File: config.mk
export PLATFORM = sky130hd
export DESIGN_NAME = shift_register_165
export DESIGN_NICKNAME = d
export VERILOG_FILES = /design/src/rtl/shift_register_165.sv
export SDC_FILE = /design/constraint.sdc
export NUM_CORES = 1
export LEC_CHECK = 0
export CAP_MARGIN = 20
export CORE_MARGIN = 2
export CORE_UTILIZATION = 51
export CTS_BUF_LIST = sky130_fd_sc_hd__clkbuf_2 sky130_fd_sc_hd__clkbuf_4 sky130_fd_sc_hd__clkbuf_8
export DETAILED_ROUTE_END_ITERATION = 8
export PLACE_DENSITY = 0.78
export SETUP_SLACK_MARGIN = 0.3
export SYNTH_ARGS = -nofsm -noshare
export SYNTH_HDL_FRONTEND = slang
export SYNTH_SLANG_ARGS = --single-unit
File: constraint.sdc
create_clock -name clk_i -period 1.4 [get_ports clk_i]
set_input_delay 0.28 -clock clk_i [delete_from_list [all_inputs] [get_ports clk_i]]
set_output_delay 0.28 -clock clk_i [all_outputs]
set_load 0.02 [all_outputs]
File: src/rtl/shift_register_165.sv
// shift_register_165: reads a daisy chain of 74HC165 shift registers into a parallel word
module shift_register_165 #(
  parameter int NUM_ICS = 2,
  parameter int CLK_DIV = 1
) (
  input  logic                   clk_i,
  input  logic                   rst_ni,
  input  logic                   trigger_i,
  input  logic                   data_i,
  output logic                   sclk_o,
  output logic                   load_n_o,
  output logic [NUM_ICS*8-1:0]   data_o,
  output logic                   valid_o,
  output logic                   busy_o
);
  localparam int N  = NUM_ICS * 8;
  localparam int BW = $clog2(N);
  localparam int DW = $clog2(CLK_DIV + 1);

  typedef enum logic [2:0] {IDLE, LOAD, SETTLE, LOW, HIGH} state_t;

  state_t          state_q, state_d;
  logic [DW-1:0]   div_q, div_d;
  logic [BW-1:0]   bit_q, bit_d;
  logic [N-1:0]    shift_q, shift_d;
  logic [N-1:0]    data_q, data_d;
  logic            valid_q, valid_d;
  logic            sclk_q, sclk_d;
  logic            load_n_q, load_n_d;
  logic            busy_q, busy_d;
  logic            last_div;

  assign last_div = div_q == DW'(CLK_DIV - 1);

  // Sequence the load/settle/clock phases; pin outputs follow the next state so they are registered
  always_comb begin
    state_d = state_q;
    div_d   = div_q;
    bit_d   = bit_q;
    shift_d = shift_q;
    data_d  = data_q;
    valid_d = 1'b0;
    if (state_q != IDLE) div_d = last_div ? '0 : div_q + 1'b1;
    case (state_q)
      IDLE: if (trigger_i) begin
        state_d = LOAD;
        div_d   = '0;
        bit_d   = '0;
      end
      LOAD:   if (last_div) state_d = SETTLE;
      SETTLE: if (last_div) state_d = LOW;
      LOW: if (last_div) begin
        shift_d = {shift_q[N-2:0], data_i};
        state_d = HIGH;
      end
      HIGH: if (last_div) begin
        if (bit_q == BW'(N - 1)) begin
          data_d  = shift_q;
          valid_d = 1'b1;
          state_d = IDLE;
        end else begin
          bit_d   = bit_q + 1'b1;
          state_d = LOW;
        end
      end
      default: state_d = IDLE;
    endcase
    sclk_d   = state_d == HIGH;
    load_n_d = state_d != LOAD;
    busy_d   = state_d != IDLE;
  end

  // State and output registers; reset aborts any frame without publishing it
  always_ff @(posedge clk_i or negedge rst_ni) begin
    if (!rst_ni) begin
      state_q  <= IDLE;
      div_q    <= '0;
      bit_q    <= '0;
      shift_q  <= '0;
      data_q   <= '0;
      valid_q  <= 1'b0;
      sclk_q   <= 1'b0;
      load_n_q <= 1'b1;
      busy_q   <= 1'b0;
    end else begin
      state_q  <= state_d;
      div_q    <= div_d;
      bit_q    <= bit_d;
      shift_q  <= shift_d;
      data_q   <= data_d;
      valid_q  <= valid_d;
      sclk_q   <= sclk_d;
      load_n_q <= load_n_d;
      busy_q   <= busy_d;
    end
  end

  assign sclk_o   = sclk_q;
  assign load_n_o = load_n_q;
  assign data_o   = data_q;
  assign valid_o  = valid_q;
  assign busy_o   = busy_q;
endmodule
# Yosys cells after proc, flatten, opt, wreduce, memory -nomap -nowiden

Index checks and enable logic that the tools add are counted.
W data, S select, Z words.

Bits in registers: 44
Latch bits: 0
Bits in writable memories: 0
Memory bits (read-only): 0
Bits of input ports: 4
Logic and storage cells: 47
Memories: 0

Add/sub/neg operators: 2
Multiply operators: 0
Divide/modulo/power cells: 0
$lt $le $gt $ge: 0
Eq/ne operators: 10
Shift-type cells: 0
Mux-type cells: 18
Bitwise operators: 1
Reduce and logical (&&, ||, !) cells: 7

Operators with widths:

| cell                  | number |
|---|---|
| $mux W3               | 5 |
| $pmux W3 S5           | 1 |
| $mux W4               | 3 |
| $pmux W4 S2           | 1 |
| $mux W1               | 7 |
| $eq A3 B2 Y1 const B  | 2 |
| $eq A3 B3 Y1 const B  | 2 |
| $ne A2 B2 Y1 const B  | 3 |
| $reduce_bool A3 Y1    | 2 |
| $add A4 B1 Y4 const B | 1 |
| $eq A4 B4 Y1 const B  | 1 |
| $reduce_and A4 Y1     | 1 |
| $eq A3 B1 Y1 const B  | 1 |
| $logic_not A3 Y1      | 1 |
| $ne A3 B1 Y1 const B  | 1 |
| $reduce_and A3 Y1     | 1 |
| $mux W2               | 1 |
| $reduce_and A2 Y1     | 1 |
| $reduce_bool A2 Y1    | 1 |
| $add A1 B1 Y1 const B | 1 |
| $not A1 Y1            | 1 |

# Longest topological paths before layout

Depth after elaboration: 5
Gate-level depth with buffers: 5

# Worst setup path after synthesis

Ideal clock, no wire load.

Kind: reg-to-reg
Start point: reg bit_q[0]
End point: reg data_q[10], in the netlist data_o[10]
Arrival: 1.399 ns
Required time: 1.275 ns
Setup slack: -0.124 ns
Stages on the path, launching flop included: 6
Buffers on the path: 1
Cells stage by stage: dfrtp_1 ha_1 and3_1 nand3_4 buf_6 mux2_4

Word-level cells in the longest chain between the ends: 2

Ends and longest elaborated chain:

| what                               | RTL line | text |
|---|---|---|
| start: declaration                 | 24       | `logic [BW-1:0] bit_q, bit_d;` |
| start signal: assignment           | 88       | `bit_q <= bit_d;` |
| $eq A4 B4 Y1                       | 57       | `if (bit_q == BW'(N - 1)) begin` |
| $reduce_and A3 Y1 (no source line) | --       |  |
| end signal: assignment             | 90       | `data_q <= data_d;` |
| end: declaration                   | 26       | `logic [N-1:0] data_q, data_d;` |

No other way between the ends.
A chain may end at the register's enable or synchronous reset.

# Final worst setup path

Start point: reg bit_q[1]
End point: reg data_q[11], in the netlist data_o[11]

The elaborated chain is that of the path after synthesis.

==> flow_metrics.env <==
export IMPL_status="complete, but fails checks"
export IMPL_violations="negative setup slack"
export IMPL_start_kind="register"
export IMPL_numCtsBuffers=5
export IMPL_seq_area_frac_synth=0.572
export IMPL_postLayoutCellArea_um2=2800
export IMPL_rsz0062_at_grt="yes"
export IMPL_diodes=0
export IMPL_grt_max_degree=21
export IMPL_grt_total_usage=0.203
export IMPL_ir_worst_vdd_v=0.000919
export IMPL_gp_congestion=0.802
export IMPL_path_clk_slew_ns=0.09
export IMPL_nets=194
export IMPL_worst_pin_slew_ns=0.287
export IMPL_firstDrtPassIters=4
export IMPL_power_density_nw_per_um2=1820
export IMPL_setup_worst_path_class="register to register"
export IMPL_synth_area_top_cells="dfrtp_1 56%, mux2_4 13%, mux2_2 9.4%"
export IMPL_synthFlopType="dfrtp_1"
export IMPL_cts_root_buf="clkbuf_8"
export IMPL_final_cells=238
export IMPL_port_buffers=23
export IMPL_dp_hpwl_mm=2.24
export IMPL_total_leakage_power_nw=1.35
export IMPL_cp_arrival_ns=1.63
export IMPL_synthArstFlopShare=1.00
export IMPL_setup_viol=29
export IMPL_start_util=0.530
export IMPL_ys_ff_latch=44
export IMPL_area_growth_pct=45.6
export IMPL_drtAntennaViolNets=0
export IMPL_synth_area_um2=1930
export IMPL_relSlewSlack=0.806
export IMPL_synthDistinctLibCells=32
export IMPL_drc=0
export IMPL_cts_tree="built"
export IMPL_synthCells=124
export IMPL_io_pin_count=24
export IMPL_die_area_um2=4280
export IMPL_nFillCells=218
export IMPL_grt_ovfl_total=0
export IMPL_die_h_um=65.4
export IMPL_viasPerCell=5.12
export IMPL_endpoint_kind="register"
export IMPL_skew_ns=0.00696
export IMPL_die_w_um=65.4
export IMPL_grt_pass1_vias=1254
export IMPL_fin_hold_ws_ns=0.407
export IMPL_min_path_type="input pin to asynchronous set/reset pin"
export IMPL_routed_wl_mm=3.98
export IMPL_timing_fmax_mhz=693
export IMPL_post_route_cells_drive_above_1_share=0.647
export IMPL_cts_buffer_depth=2
export IMPL_clock_latency_ns=0.30
export IMPL_yosysMostFrequentCell="dfrtp_1"
export IMPL_first_iter_violations=34
export IMPL_cp_required_ns=1.59
export IMPL_fin_crit_sh=1.03
export IMPL_antenna_found_initial=0
export IMPL_synth_edf_count=0
export IMPL_finalMaxSlewViolations=0
export IMPL_placementRows=22
export IMPL_yosysWarnings=0
export IMPL_synth_avg_cell_area_um2=15.5
export IMPL_synth_commonest_cells="43 x dfrtp_1, 17 x mux2_4, 16 x mux2_2"
export IMPL_synth_top_cell_by_area="dfrtp_1"
export IMPL_grt_pass1_wl_mm=6.27
export IMPL_synth_top_area_share=0.559
export IMPL_hold_viol=0
export IMPL_syn_nets=129
export IMPL_dp_cells=203
export IMPL_path_max_fanout=10
export IMPL_numClockSinks=44
export IMPL_setup_tns_ns=-0.720
export IMPL_wire_per_inst_um=16.7
export IMPL_placed_area_um2=2330
export IMPL_ctsHtreeMaxLevel=2
export IMPL_layout_setup_ws_ns=-0.0439
export IMPL_num_vias=1218
export IMPL_coreArea_um2=3630
export IMPL_fin_crit_ns=1.44
export IMPL_max_cap_viol_count=0
==> metrics by stage <==
stage	setup WS [ns]	utilization	power, mW
final	-0.0439	0.772	5.12
after global routing	-0.0781	0.772	5.38
after CTS	-0.0481	0.730	4.91
after detailed placement	-0.200	0.642	3.67
after global placement	-0.155	0.642	3.58
after floorplan	-0.0370	-	3.20
==> registers in the layout (all words and copies together) (netlist names) <==
signal,flops
busy_o,1
state_q,3
shift_q,16
valid_o,1
load_n_o,1
bit_q,4
sclk_o,1
data_o,16
div_q,1
==> power by group <==
group | leakage (nW) | internal, mW | switching, mW
Clock | 0.0548 | 0.537 | 0.454
Combinational | 0.773 | 1.31 | 0.747
Sequential | 0.524 | 1.67 | 0.400
Total | 1.35 | 3.52 | 1.60
==> what timing repair did <==
action                                  4_1_cts  5_1_grt
pin swaps                                     2        6
setup buffers                                13       12
resized for setup                           135       13
hold buffers                                  1        0
endpoints found under the setup margin       63       78
hold endpoints to repair                     16        0
cloned                                        1        0
==> cells by family (layout without fill, tap and decap cells) <==
| group | Yosys count | count (layout) | share of synthesized area |
|---|---|---|---|
| flip-flops | 44 | 44 | 0.572 |
| multiplexers | 35 | 35 | 0.237 |
| AND/OR/NAND/NOR | 25 | 25 | 0.108 |
| AO/OA/AOI/OAI | 10 | 10 | 0.0383 |
| buffers and inverters | 9 | 75 | 0.0383 |
| adder cells (fa/ha/maj) | 1 | 1 | 0.00650 |
==> layout by cell type, fill, tap and decap left out, types with 2 or more instances in the layout <==
master	synthesis	final
buf_4	0	32
clkdlybuf4s50_1	0	2
buf_12	0	3
clkbuf_8	0	5
mux2_4	17	33
a31o_4	0	2
nand3b_1	2	2
o211ai_1	3	3
dfrtp_2	0	3
mux2i_1	2	2
dfrtp_1	43	40
inv_1	2	2
buf_6	5	25
nor2_1	3	3
nand2_1	2	2
or3_1	3	2
and3_2	2	2
==> per-layer routing <==
metal / track usage / wire (um)
met2: 0.328 / 2080
met3: 0.0634 / 121
met4: 0.0911 / 78
met1: 0.252 / 1690
met5: 0 / 0
==> cell type report <==
| cell class | count | area, um2 | share of cell area |
|---|---|---|---|
| sequential | 44 | 1110 | 0.394 |
| multi-input combinational | 71 | 868 | 0.310 |
| timing repair buffer | 65 | 647 | 0.231 |
| clock buffer | 5 | 68.8 | 0.0245 |
| tap | 48 | 60.1 | 0.0214 |
| clock inverter | 3 | 46.3 | 0.0165 |
| inverter | 2 | 7.51 | 0.00268 |
==> worst max-delay path, stage by stage (launching register included) <==
cell and delay [ns]:
dfrtp_1 0.40, ha_4 0.16, and3_4 0.21, nand3_4 0.09
buf_12 0.17, mux2_4 0.29
==> worst paths after layout <==
kind | cells past startpoint | slack [ns] | from | endpoint
hold reg to reg | 1 | 0.54 | shift_q[15] | shift_q[15]
setup reg to reg | 5 | -0.04 | bit_q[1] | data_o[11]
hold / removal | 2 | 0.41 | rst_ni | sclk_o
max in group asynchronous | 3 | 0.49 | rst_ni | shift_q[12]
setup / recovery | 5 | -0.04 | bit_q[1] | data_o[11]
min in group clk_i | 1 | 0.54 | shift_q[15] | shift_q[15]
Note: power is estimated with default switching activity, not from simulation.
